`src/rtl/huffman_pkg.sv`:
```
// huffman_pkg: shared FSM states and field widths for the Huffman table builder.
package huffman_pkg;
    typedef enum logic [2:0] {COUNT, INIT, FIND, MERGE, DONE} state_t;
    localparam int LEN_W = 4;
    function automatic int slot_w(input int n);
        return (n > 1) ? $clog2(n) : 1;
    endfunction
    localparam int SLOT_W = slot_w(6);
endpackage

```
`src/rtl/huffman_min2_sel.sv`:
```
// huffman_min2_sel: picks the two lightest active slots, lowest index winning ties.
module huffman_min2_sel #(
    parameter int NSYM  = 6,
    parameter int CNT_W = 8,
    parameter int SW    = 3
) (
    input  logic [NSYM*CNT_W-1:0] i_w,
    input  logic [NSYM-1:0]       i_act,
    output logic [SW-1:0]         o_a,
    output logic [SW-1:0]         o_b
);
    logic [CNT_W-1:0] w_wa, w_wb;
    logic             w_fa, w_fb;
    always_comb begin
        o_a  = '0;
        o_b  = '0;
        w_wa = '0;
        w_wb = '0;
        w_fa = 1'b0;
        w_fb = 1'b0;
        for (int i = 0; i < NSYM; i++) begin
            if (i_act[i] && (!w_fa || i_w[i*CNT_W +: CNT_W] < w_wa)) begin
                o_a  = SW'(i);
                w_wa = i_w[i*CNT_W +: CNT_W];
                w_fa = 1'b1;
            end
        end
        for (int i = 0; i < NSYM; i++) begin
            if (i_act[i] && SW'(i) != o_a && (!w_fb || i_w[i*CNT_W +: CNT_W] < w_wb)) begin
                o_b  = SW'(i);
                w_wb = i_w[i*CNT_W +: CNT_W];
                w_fb = 1'b1;
            end
        end
    end
endmodule

```
`src/rtl/huffman_gen_encoder.sv`:
```
// huffman_gen_encoder: counts a frame of samples per symbol, then builds a Huffman
// code by repeatedly merging the two lightest active slots (one FIND/MERGE pair each).
module huffman_gen_encoder
    import huffman_pkg::*;
#(
    parameter int NSYM   = 6,
    parameter int DATA_W = 8,
    parameter int NSAMP  = 100,
    parameter int CNT_W  = 8,
    parameter int CODE_W = 8
) (
    input  logic                   clk,
    input  logic                   reset,
    input  logic                   in_valid,
    input  logic [DATA_W-1:0]      in_data,
    output logic                   in_ready,
    output logic                   cnt_valid,
    output logic [NSYM*CNT_W-1:0]  cnt_o,
    output logic                   code_valid,
    output logic [NSYM*CODE_W-1:0] code_o,
    output logic [NSYM*LEN_W-1:0]  len_o,
    output logic [NSYM*CODE_W-1:0] mask_o,
    output logic                   oor_o
);
    localparam int SW = slot_w(NSYM);
    localparam int NW = $clog2(NSAMP + 1);

    state_t            r_state;
    logic [NW-1:0]     r_n;
    logic              r_oor;
    logic [SW:0]       r_left;
    logic [SW-1:0]     r_a, r_b;
    logic [CNT_W-1:0]  r_cnt  [NSYM];
    logic [CNT_W-1:0]  r_w    [NSYM];
    logic [NSYM-1:0]   r_act;
    logic [SW-1:0]     r_grp  [NSYM];
    logic [CODE_W-1:0] r_code [NSYM];
    logic [LEN_W-1:0]  r_len  [NSYM];

    logic              w_acc, w_last, w_inr, w_to_done;
    logic [SW:0]       w_k;
    logic [SW-1:0]     w_a, w_b, w_m;
    logic [NSYM*CNT_W-1:0] w_wflat;
    logic [CNT_W-1:0]  w_cnt_n  [NSYM];
    logic [CNT_W-1:0]  w_w_n    [NSYM];
    logic [NSYM-1:0]   w_act_n;
    logic [SW-1:0]     w_grp_n  [NSYM];
    logic [CODE_W-1:0] w_code_n [NSYM];
    logic [LEN_W-1:0]  w_len_n  [NSYM];

    assign w_acc     = in_valid && in_ready;
    assign w_last    = w_acc && r_n == NW'(NSAMP - 1);
    assign w_inr     = in_data != '0 && in_data <= DATA_W'(NSYM);
    assign w_m       = (r_a < r_b) ? r_a : r_b;
    assign w_to_done = (r_state == INIT && w_k < (SW+1)'(2)) || (r_state == MERGE && r_left == (SW+1)'(2));

    huffman_min2_sel #(.NSYM(NSYM), .CNT_W(CNT_W), .SW(SW)) u_sel (
        .i_w   (w_wflat),
        .i_act (r_act),
        .o_a   (w_a),
        .o_b   (w_b)
    );

    always_comb begin
        w_k = '0;
        for (int i = 0; i < NSYM; i++) begin
            w_k = w_k + (SW+1)'(r_cnt[i] != '0);
        end
        for (int i = 0; i < NSYM; i++) begin
            w_wflat[i*CNT_W +: CNT_W] = r_w[i];
            w_cnt_n[i]  = r_cnt[i] + CNT_W'(w_acc && in_data == DATA_W'(i + 1));
            w_w_n[i]    = r_w[i];
            w_act_n[i]  = r_act[i];
            w_grp_n[i]  = r_grp[i];
            w_code_n[i] = r_code[i];
            w_len_n[i]  = r_len[i];
            if (r_state == INIT) begin
                w_w_n[i]    = r_cnt[i];
                w_act_n[i]  = r_cnt[i] != '0;
                w_grp_n[i]  = SW'(i);
                w_code_n[i] = '0;
                w_len_n[i]  = LEN_W'(w_k == (SW+1)'(1) && r_cnt[i] != '0);
            end else if (r_state == MERGE) begin
                w_w_n[i]   = (SW'(i) == w_m) ? r_w[r_a] + r_w[r_b] : r_w[i];
                w_act_n[i] = (r_act[i] && SW'(i) != r_a && SW'(i) != r_b) || SW'(i) == w_m;
                // Group A takes the 1 bit, group B the 0 bit, both become group m.
                if (r_grp[i] == r_a || r_grp[i] == r_b) begin
                    w_code_n[i] = r_code[i] | ((r_grp[i] == r_a) ? (CODE_W'(1) << r_len[i]) : '0);
                    w_len_n[i]  = r_len[i] + LEN_W'(1);
                    w_grp_n[i]  = w_m;
                end
            end
        end
    end

    always_ff @(posedge clk or posedge reset) begin
        if (reset) begin
            r_state    <= COUNT;
            in_ready   <= 1'b1;
            cnt_valid  <= 1'b0;
            code_valid <= 1'b0;
            cnt_o      <= '0;
            code_o     <= '0;
            len_o      <= '0;
            mask_o     <= '0;
            oor_o      <= 1'b0;
            r_n        <= '0;
            r_oor      <= 1'b0;
            r_left     <= '0;
            r_a        <= '0;
            r_b        <= '0;
            r_act      <= '0;
            for (int i = 0; i < NSYM; i++) begin
                r_cnt[i]  <= '0;
                r_w[i]    <= '0;
                r_grp[i]  <= '0;
                r_code[i] <= '0;
                r_len[i]  <= '0;
            end
        end else begin
            cnt_valid  <= 1'b0;
            code_valid <= 1'b0;
            r_act      <= w_act_n;
            for (int i = 0; i < NSYM; i++) begin
                r_w[i]    <= w_w_n[i];
                r_grp[i]  <= w_grp_n[i];
                r_code[i] <= w_code_n[i];
                r_len[i]  <= w_len_n[i];
            end
            case (r_state)
                COUNT: begin
                    for (int i = 0; i < NSYM; i++) r_cnt[i] <= w_cnt_n[i];
                    r_oor <= r_oor | (w_acc && !w_inr);
                    r_n   <= w_last ? '0 : r_n + NW'(w_acc);
                    if (w_last) begin
                        for (int i = 0; i < NSYM; i++) cnt_o[i*CNT_W +: CNT_W] <= w_cnt_n[i];
                        cnt_valid <= 1'b1;
                        in_ready  <= 1'b0;
                        r_state   <= INIT;
                    end
                end
                INIT: begin
                    r_left  <= w_k;
                    r_state <= w_to_done ? DONE : FIND;
                end
                FIND: begin
                    r_a     <= w_a;
                    r_b     <= w_b;
                    r_state <= MERGE;
                end
                MERGE: begin
                    r_left  <= r_left - (SW+1)'(1);
                    r_state <= w_to_done ? DONE : FIND;
                end
                default: begin
                    for (int i = 0; i < NSYM; i++) r_cnt[i] <= '0;
                    r_oor    <= 1'b0;
                    in_ready <= 1'b1;
                    r_state  <= COUNT;
                end
            endcase
            // Outputs are loaded on the edge entering DONE so code_valid is seen in DONE.
            if (w_to_done) begin
                code_valid <= 1'b1;
                oor_o      <= r_oor;
                for (int i = 0; i < NSYM; i++) begin
                    code_o[i*CODE_W +: CODE_W] <= w_code_n[i];
                    len_o[i*LEN_W +: LEN_W]    <= w_len_n[i];
                    mask_o[i*CODE_W +: CODE_W] <= (CODE_W'(1) << w_len_n[i]) - CODE_W'(1);
                end
            end
        end
    end
endmodule

```
`config.mk`:
```
export PLATFORM = sky130hd
export DESIGN_NAME = huffman_gen_encoder
export DESIGN_NICKNAME = d
export VERILOG_FILES = /design/src/rtl/huffman_pkg.sv /design/src/rtl/huffman_min2_sel.sv /design/src/rtl/huffman_gen_encoder.sv
export SDC_FILE = /design/constraint.sdc
export NUM_CORES = 1
export LEC_CHECK = 0
export CORE_ASPECT_RATIO = 0.9
export CORE_MARGIN = 3
export CORE_UTILIZATION = 45
export CTS_BUF_LIST = sky130_fd_sc_hd__clkbuf_8
export DETAILED_ROUTE_END_ITERATION = 16
export PLACE_DENSITY = 0.68
export SLEW_MARGIN = 10
export SYNTH_ARGS = -nofsm -noshare
export SYNTH_HDL_FRONTEND = slang
export SYNTH_SLANG_ARGS = --single-unit
```
`constraint.sdc`:
```
create_clock -name clk -period 18.24 [get_ports clk]
set_input_delay 2.736 -clock clk [delete_from_list [all_inputs] [get_ports clk]]
set_output_delay 2.736 -clock clk [all_outputs]
set_load 0.01 [all_outputs]
```
## Word-level counts from Yosys, hierarchy flattened

Cells that the tools add are included.

- Register bits after elaboration: 385
- Latch bits: 0
- RAM bits: 0
- Memory bits (read-only): 0
- Input bits: 11
- Output and inout bits: 172
- Word-level logic and storage cells: 413
- Memories kept: 0

- Add/sub/neg operators: 26
- $mul: 0
- Divide/modulo/power cells: 0
- Order comparisons: 15
- Equality and inequality tests: 45
- Shift-type cells: 12
- Muxes and demuxes: 139
- Bitwise gates (word level): 10
- Reduce and logical (&&, ||, !) cells: 121

Operators with widths:

| cell | count |
|---|---|
| $mux 8 | 56 |
| $pmux 48 s2 | 1 |
| $shl 1x4->8 const A | 12 |
| $lt 8x8->1 | 10 |
| $mux 3 | 25 |
| $mux 4 | 18 |
| $reduce_bool 8->1 | 7 |
| $add 8x1->8 | 6 |
| $bmux 8 s3 | 2 |
| $or 8x8->8 | 6 |
| $sub 8x2->8 const B | 6 |
| $logic_and 1x1->1 | 46 |
| $eq 3x3->1 | 12 |
| $mux 1 | 28 |
| $reduce_and 2->1 | 14 |
| $reduce_bool 2->1 | 13 |
| $add 4x1->4 const B | 6 |
| $eq 8x3->1 const B | 3 |
| $logic_or 1x1->1 | 23 |
| $ne 2x3->1 const A | 6 |
| $ne 3x3->1 const A | 6 |
| $eq 8x2->1 const B | 2 |
| $logic_not 1->1 | 11 |
| $ne 1x3->1 const A | 3 |
| 33 further kinds | 46 |

## Depth between registers and ports, before layout

Gate-level depths: netlist of the first run.

- Word-level depth: 44
- Depth in mapped cells: 99
- Mapped depth without buffers: 91

## Modules after synthesis

Synthesis of the first run repeated with hierarchy kept, for this count alone.

- Cells, all modules: 2424
- Area, all modules: 22551.6 µm²

Modules (own cells, without submodules):

| module | times used | cells each | area an instance (µm²) | seq. area each (µm²) |
|---|---|---|---|---|
| huffman_gen_encoder | 1 | 1964 | 19237.2 | 9635.5 |
| huffman_min2_sel | 1 | 460 | 3314.4 | 0.0 |

## Least setup slack after synthesis of the first run

OpenSTA, ideal clock, no wires.

- Kind: register to register
- Start point: reg r_act[0]
- End point: reg r_b[1]
- Setup time: 0.121 ns
- Data arrival time: 18.109 ns
- Data required time: 18.119 ns
- Slack: 0.010 ns
- Cell stages (with the launch flop): 99
- Buffers on the path: 8
- Period minus slack after synthesis: 18.230 ns
- Cells stage by stage: dfrtp_1 buf_6 clkbuf_1 buf_1 nand2_1 ha_1 a21o_1 a221oi_2 nor2_1 o22ai_1 clkbuf_1 nand2_1 o21ai_0 inv_1 ha_1 a211oi_1 nor2_1 a2111oi_0 [63 not listed] ha_1 a21o_1 a21o_1 a21oi_1 nand2_1 or2_2 o41ai_2 o21bai_4 mux2_1 ha_1 a21o_1 a21o_1 a21oi_1 nand2_1 a211oi_1 inv_1 o211a_1 a22o_1

- Longest elaborated chain between the ends: 44
- Elaborated cells on any way between the ends: 81
- Classes of those cells: order compare (10); eq/ne (5); mux (29); reduce/logical (37)

Ends and longest elaborated chain:

| item | line | text |
|---|---|---|
| from (decl) | huffman_gen_encoder.sv:35 | `logic [NSYM-1:0] r_act;` |
| from (signal assigned) | huffman_gen_encoder.sv:123 | `r_act <= w_act_n;` |
| $mux 8 / $mux 1 (equally long branches) | huffman_min2_sel.sv:22 | `if (i_act[i] && (!w_fa \|\| i_w[i*CNT_W +: CNT_W] < w_wa)) begin` |
| $lt 8x8->1 / $logic_not 1->1 (equally long branches) | huffman_min2_sel.sv:22 |  |
| $logic_or 1x1->1 | huffman_min2_sel.sv:22 |  |
| $logic_and 1x1->1 | huffman_min2_sel.sv:22 |  |
| $mux 8 / $mux 1 (equally long branches) | huffman_min2_sel.sv:22 |  |
| $lt 8x8->1 / $logic_not 1->1 (equally long branches) | huffman_min2_sel.sv:22 |  |
| $logic_or 1x1->1 | huffman_min2_sel.sv:22 |  |
| $logic_and 1x1->1 | huffman_min2_sel.sv:22 |  |
| [28 not listed] | n/a |  |
| $lt 8x8->1 / $logic_not 1->1 (equally long branches) | huffman_min2_sel.sv:29 | `if (i_act[i] && SW'(i) != o_a && (!w_fb \|\| i_w[i*CNT_W +: CNT_W] < w_wb)) begin` |
| $logic_or 1x1->1 | huffman_min2_sel.sv:29 |  |
| $logic_and 1x1->1 | huffman_min2_sel.sv:29 |  |
| $mux 8 / $mux 1 (equally long branches) | huffman_min2_sel.sv:29 |  |
| $lt 8x8->1 / $logic_not 1->1 (equally long branches) | huffman_min2_sel.sv:29 |  |
| $logic_or 1x1->1 | huffman_min2_sel.sv:29 |  |
| $logic_and 1x1->1 | huffman_min2_sel.sv:29 |  |
| $mux 3 * | huffman_min2_sel.sv:29 |  |
| to (signal assigned) | huffman_gen_encoder.sv:148 | `r_b <= w_b;` |
| to (decl) | huffman_gen_encoder.sv:32 | `logic [SW-1:0] r_a, r_b;` |

Mark *: on every way between the ends. The rest lies on a longest branch, timed or not.
A chain may end at the register's enable or synchronous reset.

## Worst setup path after layout of the first run

- Start point: reg r_w[43] (netlist bit)
- End point: reg r_b[1]

- Longest elaborated chain between the ends: 44
- Elaborated cells on any way between the ends: 79
- Classes of those cells: order compare (10); eq/ne (5); mux (28); reduce/logical (36)

Ends and longest elaborated chain:

| item | line | text |
|---|---|---|
| from (decl) | huffman_gen_encoder.sv:34 | `logic [CNT_W-1:0] r_w [NSYM];` |
| from (signal, indexed assignment) | huffman_gen_encoder.sv:125 | `r_w[i] <= w_w_n[i];` |
| $mux 8 | huffman_min2_sel.sv:22 |  |
| $lt 8x8->1 | huffman_min2_sel.sv:22 |  |
| $logic_or 1x1->1 | huffman_min2_sel.sv:22 |  |
| $logic_and 1x1->1 | huffman_min2_sel.sv:22 |  |
| $mux 8 / $mux 1 (equally long branches) | huffman_min2_sel.sv:22 |  |
| $lt 8x8->1 / $logic_not 1->1 (equally long branches) | huffman_min2_sel.sv:22 |  |
| $logic_or 1x1->1 | huffman_min2_sel.sv:22 |  |
| $logic_and 1x1->1 | huffman_min2_sel.sv:22 |  |
| [28 not listed] | n/a |  |
| $lt 8x8->1 / $logic_not 1->1 (equally long branches) | huffman_min2_sel.sv:29 |  |
| $logic_or 1x1->1 | huffman_min2_sel.sv:29 |  |
| $logic_and 1x1->1 | huffman_min2_sel.sv:29 |  |
| $mux 8 / $mux 1 (equally long branches) | huffman_min2_sel.sv:29 |  |
| $lt 8x8->1 / $logic_not 1->1 (equally long branches) | huffman_min2_sel.sv:29 |  |
| $logic_or 1x1->1 | huffman_min2_sel.sv:29 |  |
| $logic_and 1x1->1 | huffman_min2_sel.sv:29 |  |
| $mux 3 * | huffman_min2_sel.sv:29 |  |

Marks and branches as above.

==> results of run 1 <==
[logic make-up (layout without fill, tap and decap cells)]
logic type,count (synthesis),count (layout)
AND/OR/NAND/NOR,782,782
AO/OA/AOI/OAI,644,645
adder cells (fa/ha/maj),143,143
XOR/XNOR,117,117
other,0,1
flip-flops,385,385
buffers and inverters,224,546
multiplexers,78,78
[worst max-delay path by stage]
| stage | startpoint | slack (ns) | end |
|---|---|---|---|
| after detailed placement | r_act[0]$_DFFE_PP0P_ | 0.27 | r_b[1]$_DFFE_PP0N_ |
| after global routing | r_act[0]$_DFFE_PP0P_ | -0.10 | r_b[1]$_DFFE_PP0N_ |
| after global placement | r_act[0]$_DFFE_PP0P_ | 0.80 | r_b[1]$_DFFE_PP0N_ |
| after floorplan | r_act[0]$_DFFE_PP0P_ | 0.01 | r_b[1]$_DFFE_PP0N_ |
| final | r_w[43]$_DFFE_PP0P_ | 0.85 | r_b[1]$_DFFE_PP0N_ |
| after CTS | r_act[0]$_DFFE_PP0P_ | 0.21 | r_b[1]$_DFFE_PP0N_ |
[stage by stage]
stage          hold slack (ns)  cells
6_report                 0.475   3321
5_1_grt                  0.513   3320
4_1_cts                  0.477   3303
3_5_place_dp             0.460   3182
3_3_place_gp             0.454   3182
2_1_floorplan            0.445   2373
[critical path: cells and delay by family, from the launching register on]
family / cells / cell delay [ns]
mux: 5 / 1.18
simple gates: 23 / 3.21
buf+inv: 14 / 1.72
compound gates: 44 / 8.19
fa+ha+maj: 10 / 2.53
flops: 1 / 0.40
[flip-flops by register name, summed over array words and instances, names as in the netlist, 3 cells and up]
| signal | count |
|---|---|
| r_grp | 18 |
| r_cnt | 48 |
| r_a | 3 |
| r_code | 48 |
| r_n | 7 |
| code_o | 48 |
| len_o | 24 |
| r_w | 48 |
| mask_o | 48 |
| r_act | 6 |
| r_b | 3 |
| r_left | 4 |
| r_state | 3 |
| cnt_o | 48 |
| r_len | 24 |
[power breakdown]
group          total (mW)  internal [mW]  leakage [nW]  switching (mW)
Sequential          0.855          0.854          5.30               0
Combinational      0.0200        0.00278          6.23          0.0173
Clock               0.841          0.472         0.822           0.369
Total                1.72           1.33          12.3           0.386
[cell type report]
type	count	share of cell area (%)
multi-input cells	1765	43.3
flip-flops and latches	385	36.0
repair buffers	333	11.1
clock buffers	83	4.27
well taps	624	2.92
inverters	92	1.32
clock inverters	38	1.09
diodes	1	0.00935
[cells in the final DEF, fill, tap and decap left out, types with 8 or more instances in the layout]
master                              n
sky130_fd_sc_hd__clkbuf_8          83
sky130_fd_sc_hd__nor3_1            34
sky130_fd_sc_hd__nand2b_1          12
sky130_fd_sc_hd__or3_1             24
sky130_fd_sc_hd__a31oi_1           11
sky130_fd_sc_hd__ha_1             138
sky130_fd_sc_hd__xnor2_1           66
sky130_fd_sc_hd__a22o_1            56
sky130_fd_sc_hd__o31a_1             8
sky130_fd_sc_hd__buf_4            145
sky130_fd_sc_hd__nand2_1          262
sky130_fd_sc_hd__a211oi_1          15
sky130_fd_sc_hd__a22oi_1           11
sky130_fd_sc_hd__o21ai_1           12
sky130_fd_sc_hd__nor2b_1            9
sky130_fd_sc_hd__dfrtp_1          383
sky130_fd_sc_hd__mux2i_1           20
sky130_fd_sc_hd__a21o_1            36
sky130_fd_sc_hd__nand4_1           17
sky130_fd_sc_hd__nand3_1           54
sky130_fd_sc_hd__inv_1            114
sky130_fd_sc_hd__nor4_1            18
sky130_fd_sc_hd__mux2_2            23
sky130_fd_sc_hd__nor3b_1            8
sky130_fd_sc_hd__o21ai_0          156
sky130_fd_sc_hd__or2_2             10
sky130_fd_sc_hd__a21oi_1          242
sky130_fd_sc_hd__nor2_1           283
sky130_fd_sc_hd__and3_1            13
sky130_fd_sc_hd__mux4_2            16
sky130_fd_sc_hd__clkdlybuf4s50_1  182
sky130_fd_sc_hd__o211ai_1          13
sky130_fd_sc_hd__xor2_1            51
sky130_fd_sc_hd__or4_1              8
[layer usage]
| metal | up-vias | wire, um |
|---|---|---|
| li1 | 8921 | - |
| met1 | 9376 | 32800 |
| met2 | 642 | 30000 |
| met3 | 113 | 4740 |
| met4 | 0 | 1660 |
| met5 | - | 0 |
[what timing repair did]
item                       in CTS  in global routing
setup endpoints to repair       0                  3
gates resized for setup         0                 51
buffers inserted                0                 15
hold buffers                    0                  0
==> qor.yml, run 1 <==
logic_synthesis:
  synth_compound_area_share_pct: 18.4
  post_synth_most_frequent_cells: "384 x sky130_fd_sc_hd__dfrtp_1, 286 x sky130_fd_sc_hd__nor2_1, 264 x sky130_fd_sc_hd__nand2_1, 245 x sky130_fd_sc_hd__a21oi_1, 166 x sky130_fd_sc_hd__o21ai_0"
  synthDistinctLibCells: 90
  yosysMostFrequentCell: "sky130_fd_sc_hd__dfrtp_1"
  syn_nets: 2527
  synth_simple_gate_area_share_pct: 15.8
  synth_edf_count: 0
  yosysWarnings: 0
  yosys_most_used_dff: "sky130_fd_sc_hd__dfrtp_1"
  library_cell_occupying_the_most_area_in_the_post_synthesis_netlist: "sky130_fd_sc_hd__dfrtp_1"
  synth.cell_area_mm2: 0.0219
  synth-adder-area-share_pct: 8.31
  cells_taking_the_most_area_after_synthesis: "sky130_fd_sc_hd__dfrtp_1 44%, sky130_fd_sc_hd__ha_1 7.9%, sky130_fd_sc_hd__a21oi_1 5.6%"
  synth_seq_cells: 385
  yosys-mux-area-fraction_pct: 4.82
  post_synth_xor_area_fraction_pct: 4.68
  yosysTopAreaCellShare_pct: 43.9
  synth_top_family_by_area: "compound AO/OA/AOI/OAI gates"
  yosysSeqAreaShare_pct: 44.0
  post_synth.cell_area_avg_um2: 9.22
  synthCells: 2373
  synth-async-reset-ratio_pct: 100
timing:
  fin_setup_tns_ns: 0
  setup_slack_ns: 0.853
  finalWorstPathRequiredPeriod_ns: 17.39
  worst_clock_skew_ns: 0.0322
  slew_of_the_pin_with_the_lowest_slew_margin_ns: 1.23
  timing.final.max_slew_violations: 0
  fin_crit_sh_pct: 95.3
  timing_hold_violations_final: 0
  timing.fmax_mhz: 57.5
  setup_violation_total_in_the_final_timing_report: 0
  relSlewSlack_pct: 16.9
clock_network:
  clk_pin_slew_worst_paths_ns: 0.06
  max-clock-path-buffers: 3
  clockRootBuffer: "sky130_fd_sc_hd__clkbuf_8"
  worst_skew_pair.late_latency_ns: 0.64
  tritoncts.num_buffers: 68
  tritoncts_num_sinks: 385
  htree_num_levels: 3
  clock_tree_from_tritoncts: "yes"
finish:
  stdcell_area_mm2: 0.0268
  area.sequential_mm2: 0.00964
  utilization_pct: 55.8
  area_growth_pct: 22.3
  post_route_cells_drive_above_1_share_pct: 13.2
  final_net_count: 2799
  multiInputGateArea_mm2: 0.0116
  fillCellCount: 4269
worst_setup_path:
  cp-end-kind: "flip-flop"
  crit_path_start_kind: "flip-flop"
  r2r_end: "r_b[1]$_DFFE_PP0N_"
  cell_occurring_most_often_along_the_worst_timing_path: "sky130_fd_sc_hd__a21o_1"
  regToRegStartpoint: "r_w[43]$_DFFE_PP0P_"
  regToRegSetupSlack_ns: 0.85
  worst-setup-path-type: "flip-flop to flip-flop"
  reg2regPathDepth: 96
  data_arrival_time_of_the_worst_path_ns: 17.90
  crit_path_max_fanout: 8
  stage_delay_of_the_slowest_cell_on_the_critical_path_ns: 0.40
  worst_path_max_delay_cell: "sky130_fd_sc_hd__dfrtp_1"
  worst_ep_required_time_ns: 18.75
pwr:
  pwr_density_cell_mw_per_mm2: 64.1
  cellLeakagePower_nw: 12.3
  max-vdd-ir-drop_mv: 0.0473
  p_total_mw: 1.72
route:
  routed_wire_length_per_instance_um: 20.8
  drtIter0Drc: 1676
  routed-via-count: 19100
  postRouteAntennaNets: 0
  drt_pass1_iterations: 5
  finalWirelength_um: 69100
  detail_route.vias_per_cell: 5.74
  drc_violations: 0
hold_path:
  holdPathEnd: "len_o[21]$_DFFE_PP0P_"
  hold-path-cell-count: 2
  min_from: "len_o[21]$_DFFE_PP0P_"
  hold_class: "flip-flop to flip-flop"
flow_run:
  cap_viol_max_count: 0
grt:
  globalRouteMet3Util_pct: 5.70
  first_pass_grt_wire_length_um: 108000
  busiest_layer: "met1"
  grt_pass1_vias: 18700
  grt_use_total_pct: 26.9
  gr-usage-met1_pct: 40.4
  grt_start_max_net_pins: 170
  antenna_found_initial: 1
  overflow: 0
  gr-usage-met2_pct: 39.2
floorplanning:
  initial_utilization_pct: 45.7
  floorplan.die_area_mm2: 0.0513
  core-area_mm2: 0.0479
  chipHeight_um: 215
  num_rows: 76
  pin_count: 183
  die_width_um: 238
place:
  dp_worst_setup_slack_ns: 0.271
  placement.cell_area_mm2: 0.0250
  globalplace.congestion: 0.931
  place.detailed.hpwl_um: 50200
  placement.io_buffers: 182
outcome:
  outcome: "complete, no violations"
Power figures use the tool's default switching activity.
==> run 2, diff against run 1 <==
--- a/config.mk
+++ b/config.mk
@@ -5,10 +5,8 @@
 export SDC_FILE = /design/constraint.sdc
 export NUM_CORES = 1
 export LEC_CHECK = 0
-export CORE_ASPECT_RATIO = 0.9
 export CORE_MARGIN = 3
 export CORE_UTILIZATION = 45
-export CTS_BUF_LIST = sky130_fd_sc_hd__clkbuf_8
 export DETAILED_ROUTE_END_ITERATION = 16
 export PLACE_DENSITY = 0.68
 export SLEW_MARGIN = 10
==> qor.yml, run 2 (synthesized netlist as in run 1, its figures left out) <==
timing:
  relSlewSlack_pct: 19.8  # was 16.9%
  timing.fmax_mhz: 58.0  # was 57.5 MHz
  timing_hold_violations_final: 0  # unchanged
  final.hold.worst_slack_ns: 0.471  # was 0.475 ns
  setup_violation_total_in_the_final_timing_report: 0  # unchanged
  timing.final.max_slew_violations: 0  # unchanged
  setup_slack_ns: 1.01  # was 0.853 ns
  slew_of_the_pin_with_the_lowest_slew_margin_ns: 1.20  # was 1.23 ns
  fin_crit_sh_pct: 94.5  # was 95.3%
  worst_clock_skew_ns: 0.0152  # was 0.0322 ns
  finalWorstPathRequiredPeriod_ns: 17.23  # was 17.39 ns
hold_path:
  holdPathEnd: "len_o[21]$_DFFE_PP0P_"  # unchanged
  hold-path-cell-count: 2  # unchanged
  hold_class: "flip-flop to flip-flop"  # unchanged
  min_from: "len_o[21]$_DFFE_PP0P_"  # unchanged
route:
  routed_wire_length_per_instance_um: 20.8  # about the same
  routed-via-count: 18900  # was 19.1k
  drtIter0Drc: 1410  # was 1676
  drt_pass1_iterations: 5  # unchanged
  drc_violations: 0  # unchanged
  postRouteAntennaNets: 0  # unchanged
  detail_route.vias_per_cell: 5.84  # was 5.74
  finalWirelength_um: 67400  # was 69100 um
clock_network:
  clockRootBuffer: "sky130_fd_sc_hd__clkbuf_16"  # was sky130_fd_sc_hd__clkbuf_8
  tritoncts_num_sinks: 385  # unchanged
  clk_pin_slew_worst_paths_ns: 0.06  # about the same
  max-clock-path-buffers: 3  # unchanged
  clock_tree_from_tritoncts: "yes"  # unchanged
  worst_skew_pair.late_latency_ns: 0.56  # was 0.64 ns
  tritoncts.num_buffers: 41  # was 68
  htree_num_levels: 2  # was 3
worst_setup_path:
  stage_delay_of_the_slowest_cell_on_the_critical_path_ns: 0.44  # was 0.40 ns
  critical-path-top-delay-family: "compound AO/OA/AOI/OAI gates"  # unchanged
  cell_occurring_most_often_along_the_worst_timing_path: "sky130_fd_sc_hd__ha_1"  # was sky130_fd_sc_hd__a21o_1
  worst_path_max_delay_cell: "sky130_fd_sc_hd__dfrtp_1"  # unchanged
  critical_path_buf_inv_count: 10  # was 14
  crit_path_max_fanout: 10  # was 8
  r2r_end: "r_b[1]$_DFFE_PP0N_"  # unchanged
  regToRegSetupSlack_ns: 1.01  # was 0.85 ns
  reg2regPathDepth: 92  # was 96
  worst-setup-path-type: "flip-flop to flip-flop"  # unchanged
  worst_ep_required_time_ns: 18.68  # was 18.75 ns
  data_arrival_time_of_the_worst_path_ns: 17.68  # was 17.90 ns
  cp-end-kind: "flip-flop"  # unchanged
  regToRegStartpoint: "r_w[46]$_DFFE_PP0P_"  # was r_w[43]$_DFFE_PP0P_
  crit_path_start_kind: "flip-flop"  # unchanged
pwr:
  pwr_density_cell_mw_per_mm2: 64.9  # was 64.1 mW/mm^2
  cellLeakagePower_nw: 12.1  # was 12.3 nW
  p_total_mw: 1.72  # about the same
  max-vdd-ir-drop_mv: 0.0574  # was 0.0473 mV
floorplanning:
  floorplan.die_area_mm2: 0.0513  # about the same
  die_width_um: 227  # was 238 um
  core-area_mm2: 0.0478  # was 0.0479 mm^2
  num_rows: 80  # was 76
  initial_utilization_pct: 45.7  # about the same
  pin_count: 183  # unchanged
  chipHeight_um: 227  # was 215 um
finish:
  stdcell_area_mm2: 0.0265  # was 0.0268 mm^2
  final_net_count: 2753  # was 2799
  post_route_cells_drive_above_1_share_pct: 11.3  # was 13.2%
  area_growth_pct: 20.9  # was 22.3%
  layout_common_cells: "379 x sky130_fd_sc_hd__dfrtp_1, 284 x sky130_fd_sc_hd__nor2_1, 262 x sky130_fd_sc_hd__nand2_1"  # was 383 x sky130_fd_sc_hd__dfrtp_1, 283 x sky130_fd_sc_hd__nor2_1, 262 x sky130_fd_sc_hd__nand2_1
  mostFrequentLayoutCell: "sky130_fd_sc_hd__dfrtp_1"  # unchanged
  utilization_pct: 55.3  # was 55.8%
grt:
  antenna_found_initial: 2  # was 1
  grt_use_total_pct: 26.0  # was 26.9%
  first_pass_grt_wire_length_um: 104000  # was 108000 um
  grt_start_max_net_pins: 174  # was 170
  grt_pass1_vias: 18600  # was 18.7k
  overflow: 0  # unchanged
place:
  dp_worst_setup_slack_ns: 0.287  # was 0.271 ns
  placement.cell_area_mm2: 0.0249  # was 0.0250 mm^2
  globalplace.congestion: 0.986  # was 0.931
  placement.io_buffers: 182  # unchanged
  place.detailed.hpwl_um: 49000  # was 50200 um
flow_run:
  cap_viol_max_count: 0  # unchanged
outcome:
  outcome: "complete, no violations"  # unchanged
run 2: cell count changes in the layout (fill, tap and decap cells not counted), sizes merged:
cell      before  now
clkinvlp       2    3
inv          121   93
buf          150  132
clkbuf        84   59
clkinv         3    5
bufinv         4    3
run 2: worst reg2reg max path, delay by kind of cell, from the launching register on:
family | cells | cell delay (ns)
compound gates | 44 | 7.79
buf+inv | 10 | 1.28
flops | 1 | 0.44
fa+ha+maj | 10 | 2.75
mux | 5 | 1.41
simple gates | 23 | 3.48
run 2: timing repair:
| item | 4_1_cts | 5_1_grt |
|---|---|---|
| hold buffers | 0 | 0 |
| buffers inserted | 0 | 7 |
| setup endpoints to repair | 0 | 3 |
| resized for setup | 0 | 36 |
run 2: worst max-delay path by stage:
| stage | startpoint | to | slack (ns) | cells after the start |
|---|---|---|---|---|
| 2_1_floorplan | r_act[0]$_DFFE_PP0P_ | r_b[1]$_DFFE_PP0N_ | 0.01 | 98 |
| 3_3_place_gp | r_act[0]$_DFFE_PP0P_ | r_b[1]$_DFFE_PP0N_ | 0.78 | 89 |
| 3_5_place_dp | r_act[0]$_DFFE_PP0P_ | r_b[1]$_DFFE_PP0N_ | 0.29 | 91 |
| 4_1_cts | r_act[0]$_DFFE_PP0P_ | r_b[1]$_DFFE_PP0N_ | 0.20 | 91 |
| 5_1_grt | r_act[0]$_DFFE_PP0P_ | r_b[1]$_DFFE_PP0N_ | -0.16 | 97 |
| 6_report | r_w[46]$_DFFE_PP0P_ | r_b[1]$_DFFE_PP0N_ | 1.01 | 92 |
run 2: layout make-up:
cell class,instances,area [um^2]
tap,615,769
sequential,385,9640
multi-input combinational,1765,11500
clock buffer,59,1190
antenna,1,2.50
clock inverter,12,158
fill,4294,21400
inverter,92,353
timing repair buffer,314,2840
run 2: per-stage QoR:
| stage | std cells | TNS, ns |
|---|---|---|
| final | 3243 | 0 |
| after global placement | 3163 | 0 |
| after global routing | 3242 | -0.361 |
| after CTS | 3234 | 0 |
| after detailed placement | 3163 | 0 |
| after floorplan | 2373 | 0 |
run 2: metal layers:
layer	GRT usage (%)	part of all wire [%]
met5	0	0.018
met4	7.25	2.5
met3	5.77	7.6
met2	38.7	43
met1	38.2	47
run 2: power breakdown:
group	leakage (nW)	switching [mW]	internal, mW
clock	0.656	0.345	0.498
combinational	6.12	0.0172	0.00278
sequential	5.29	0	0.854
total	12.1	0.362	1.36
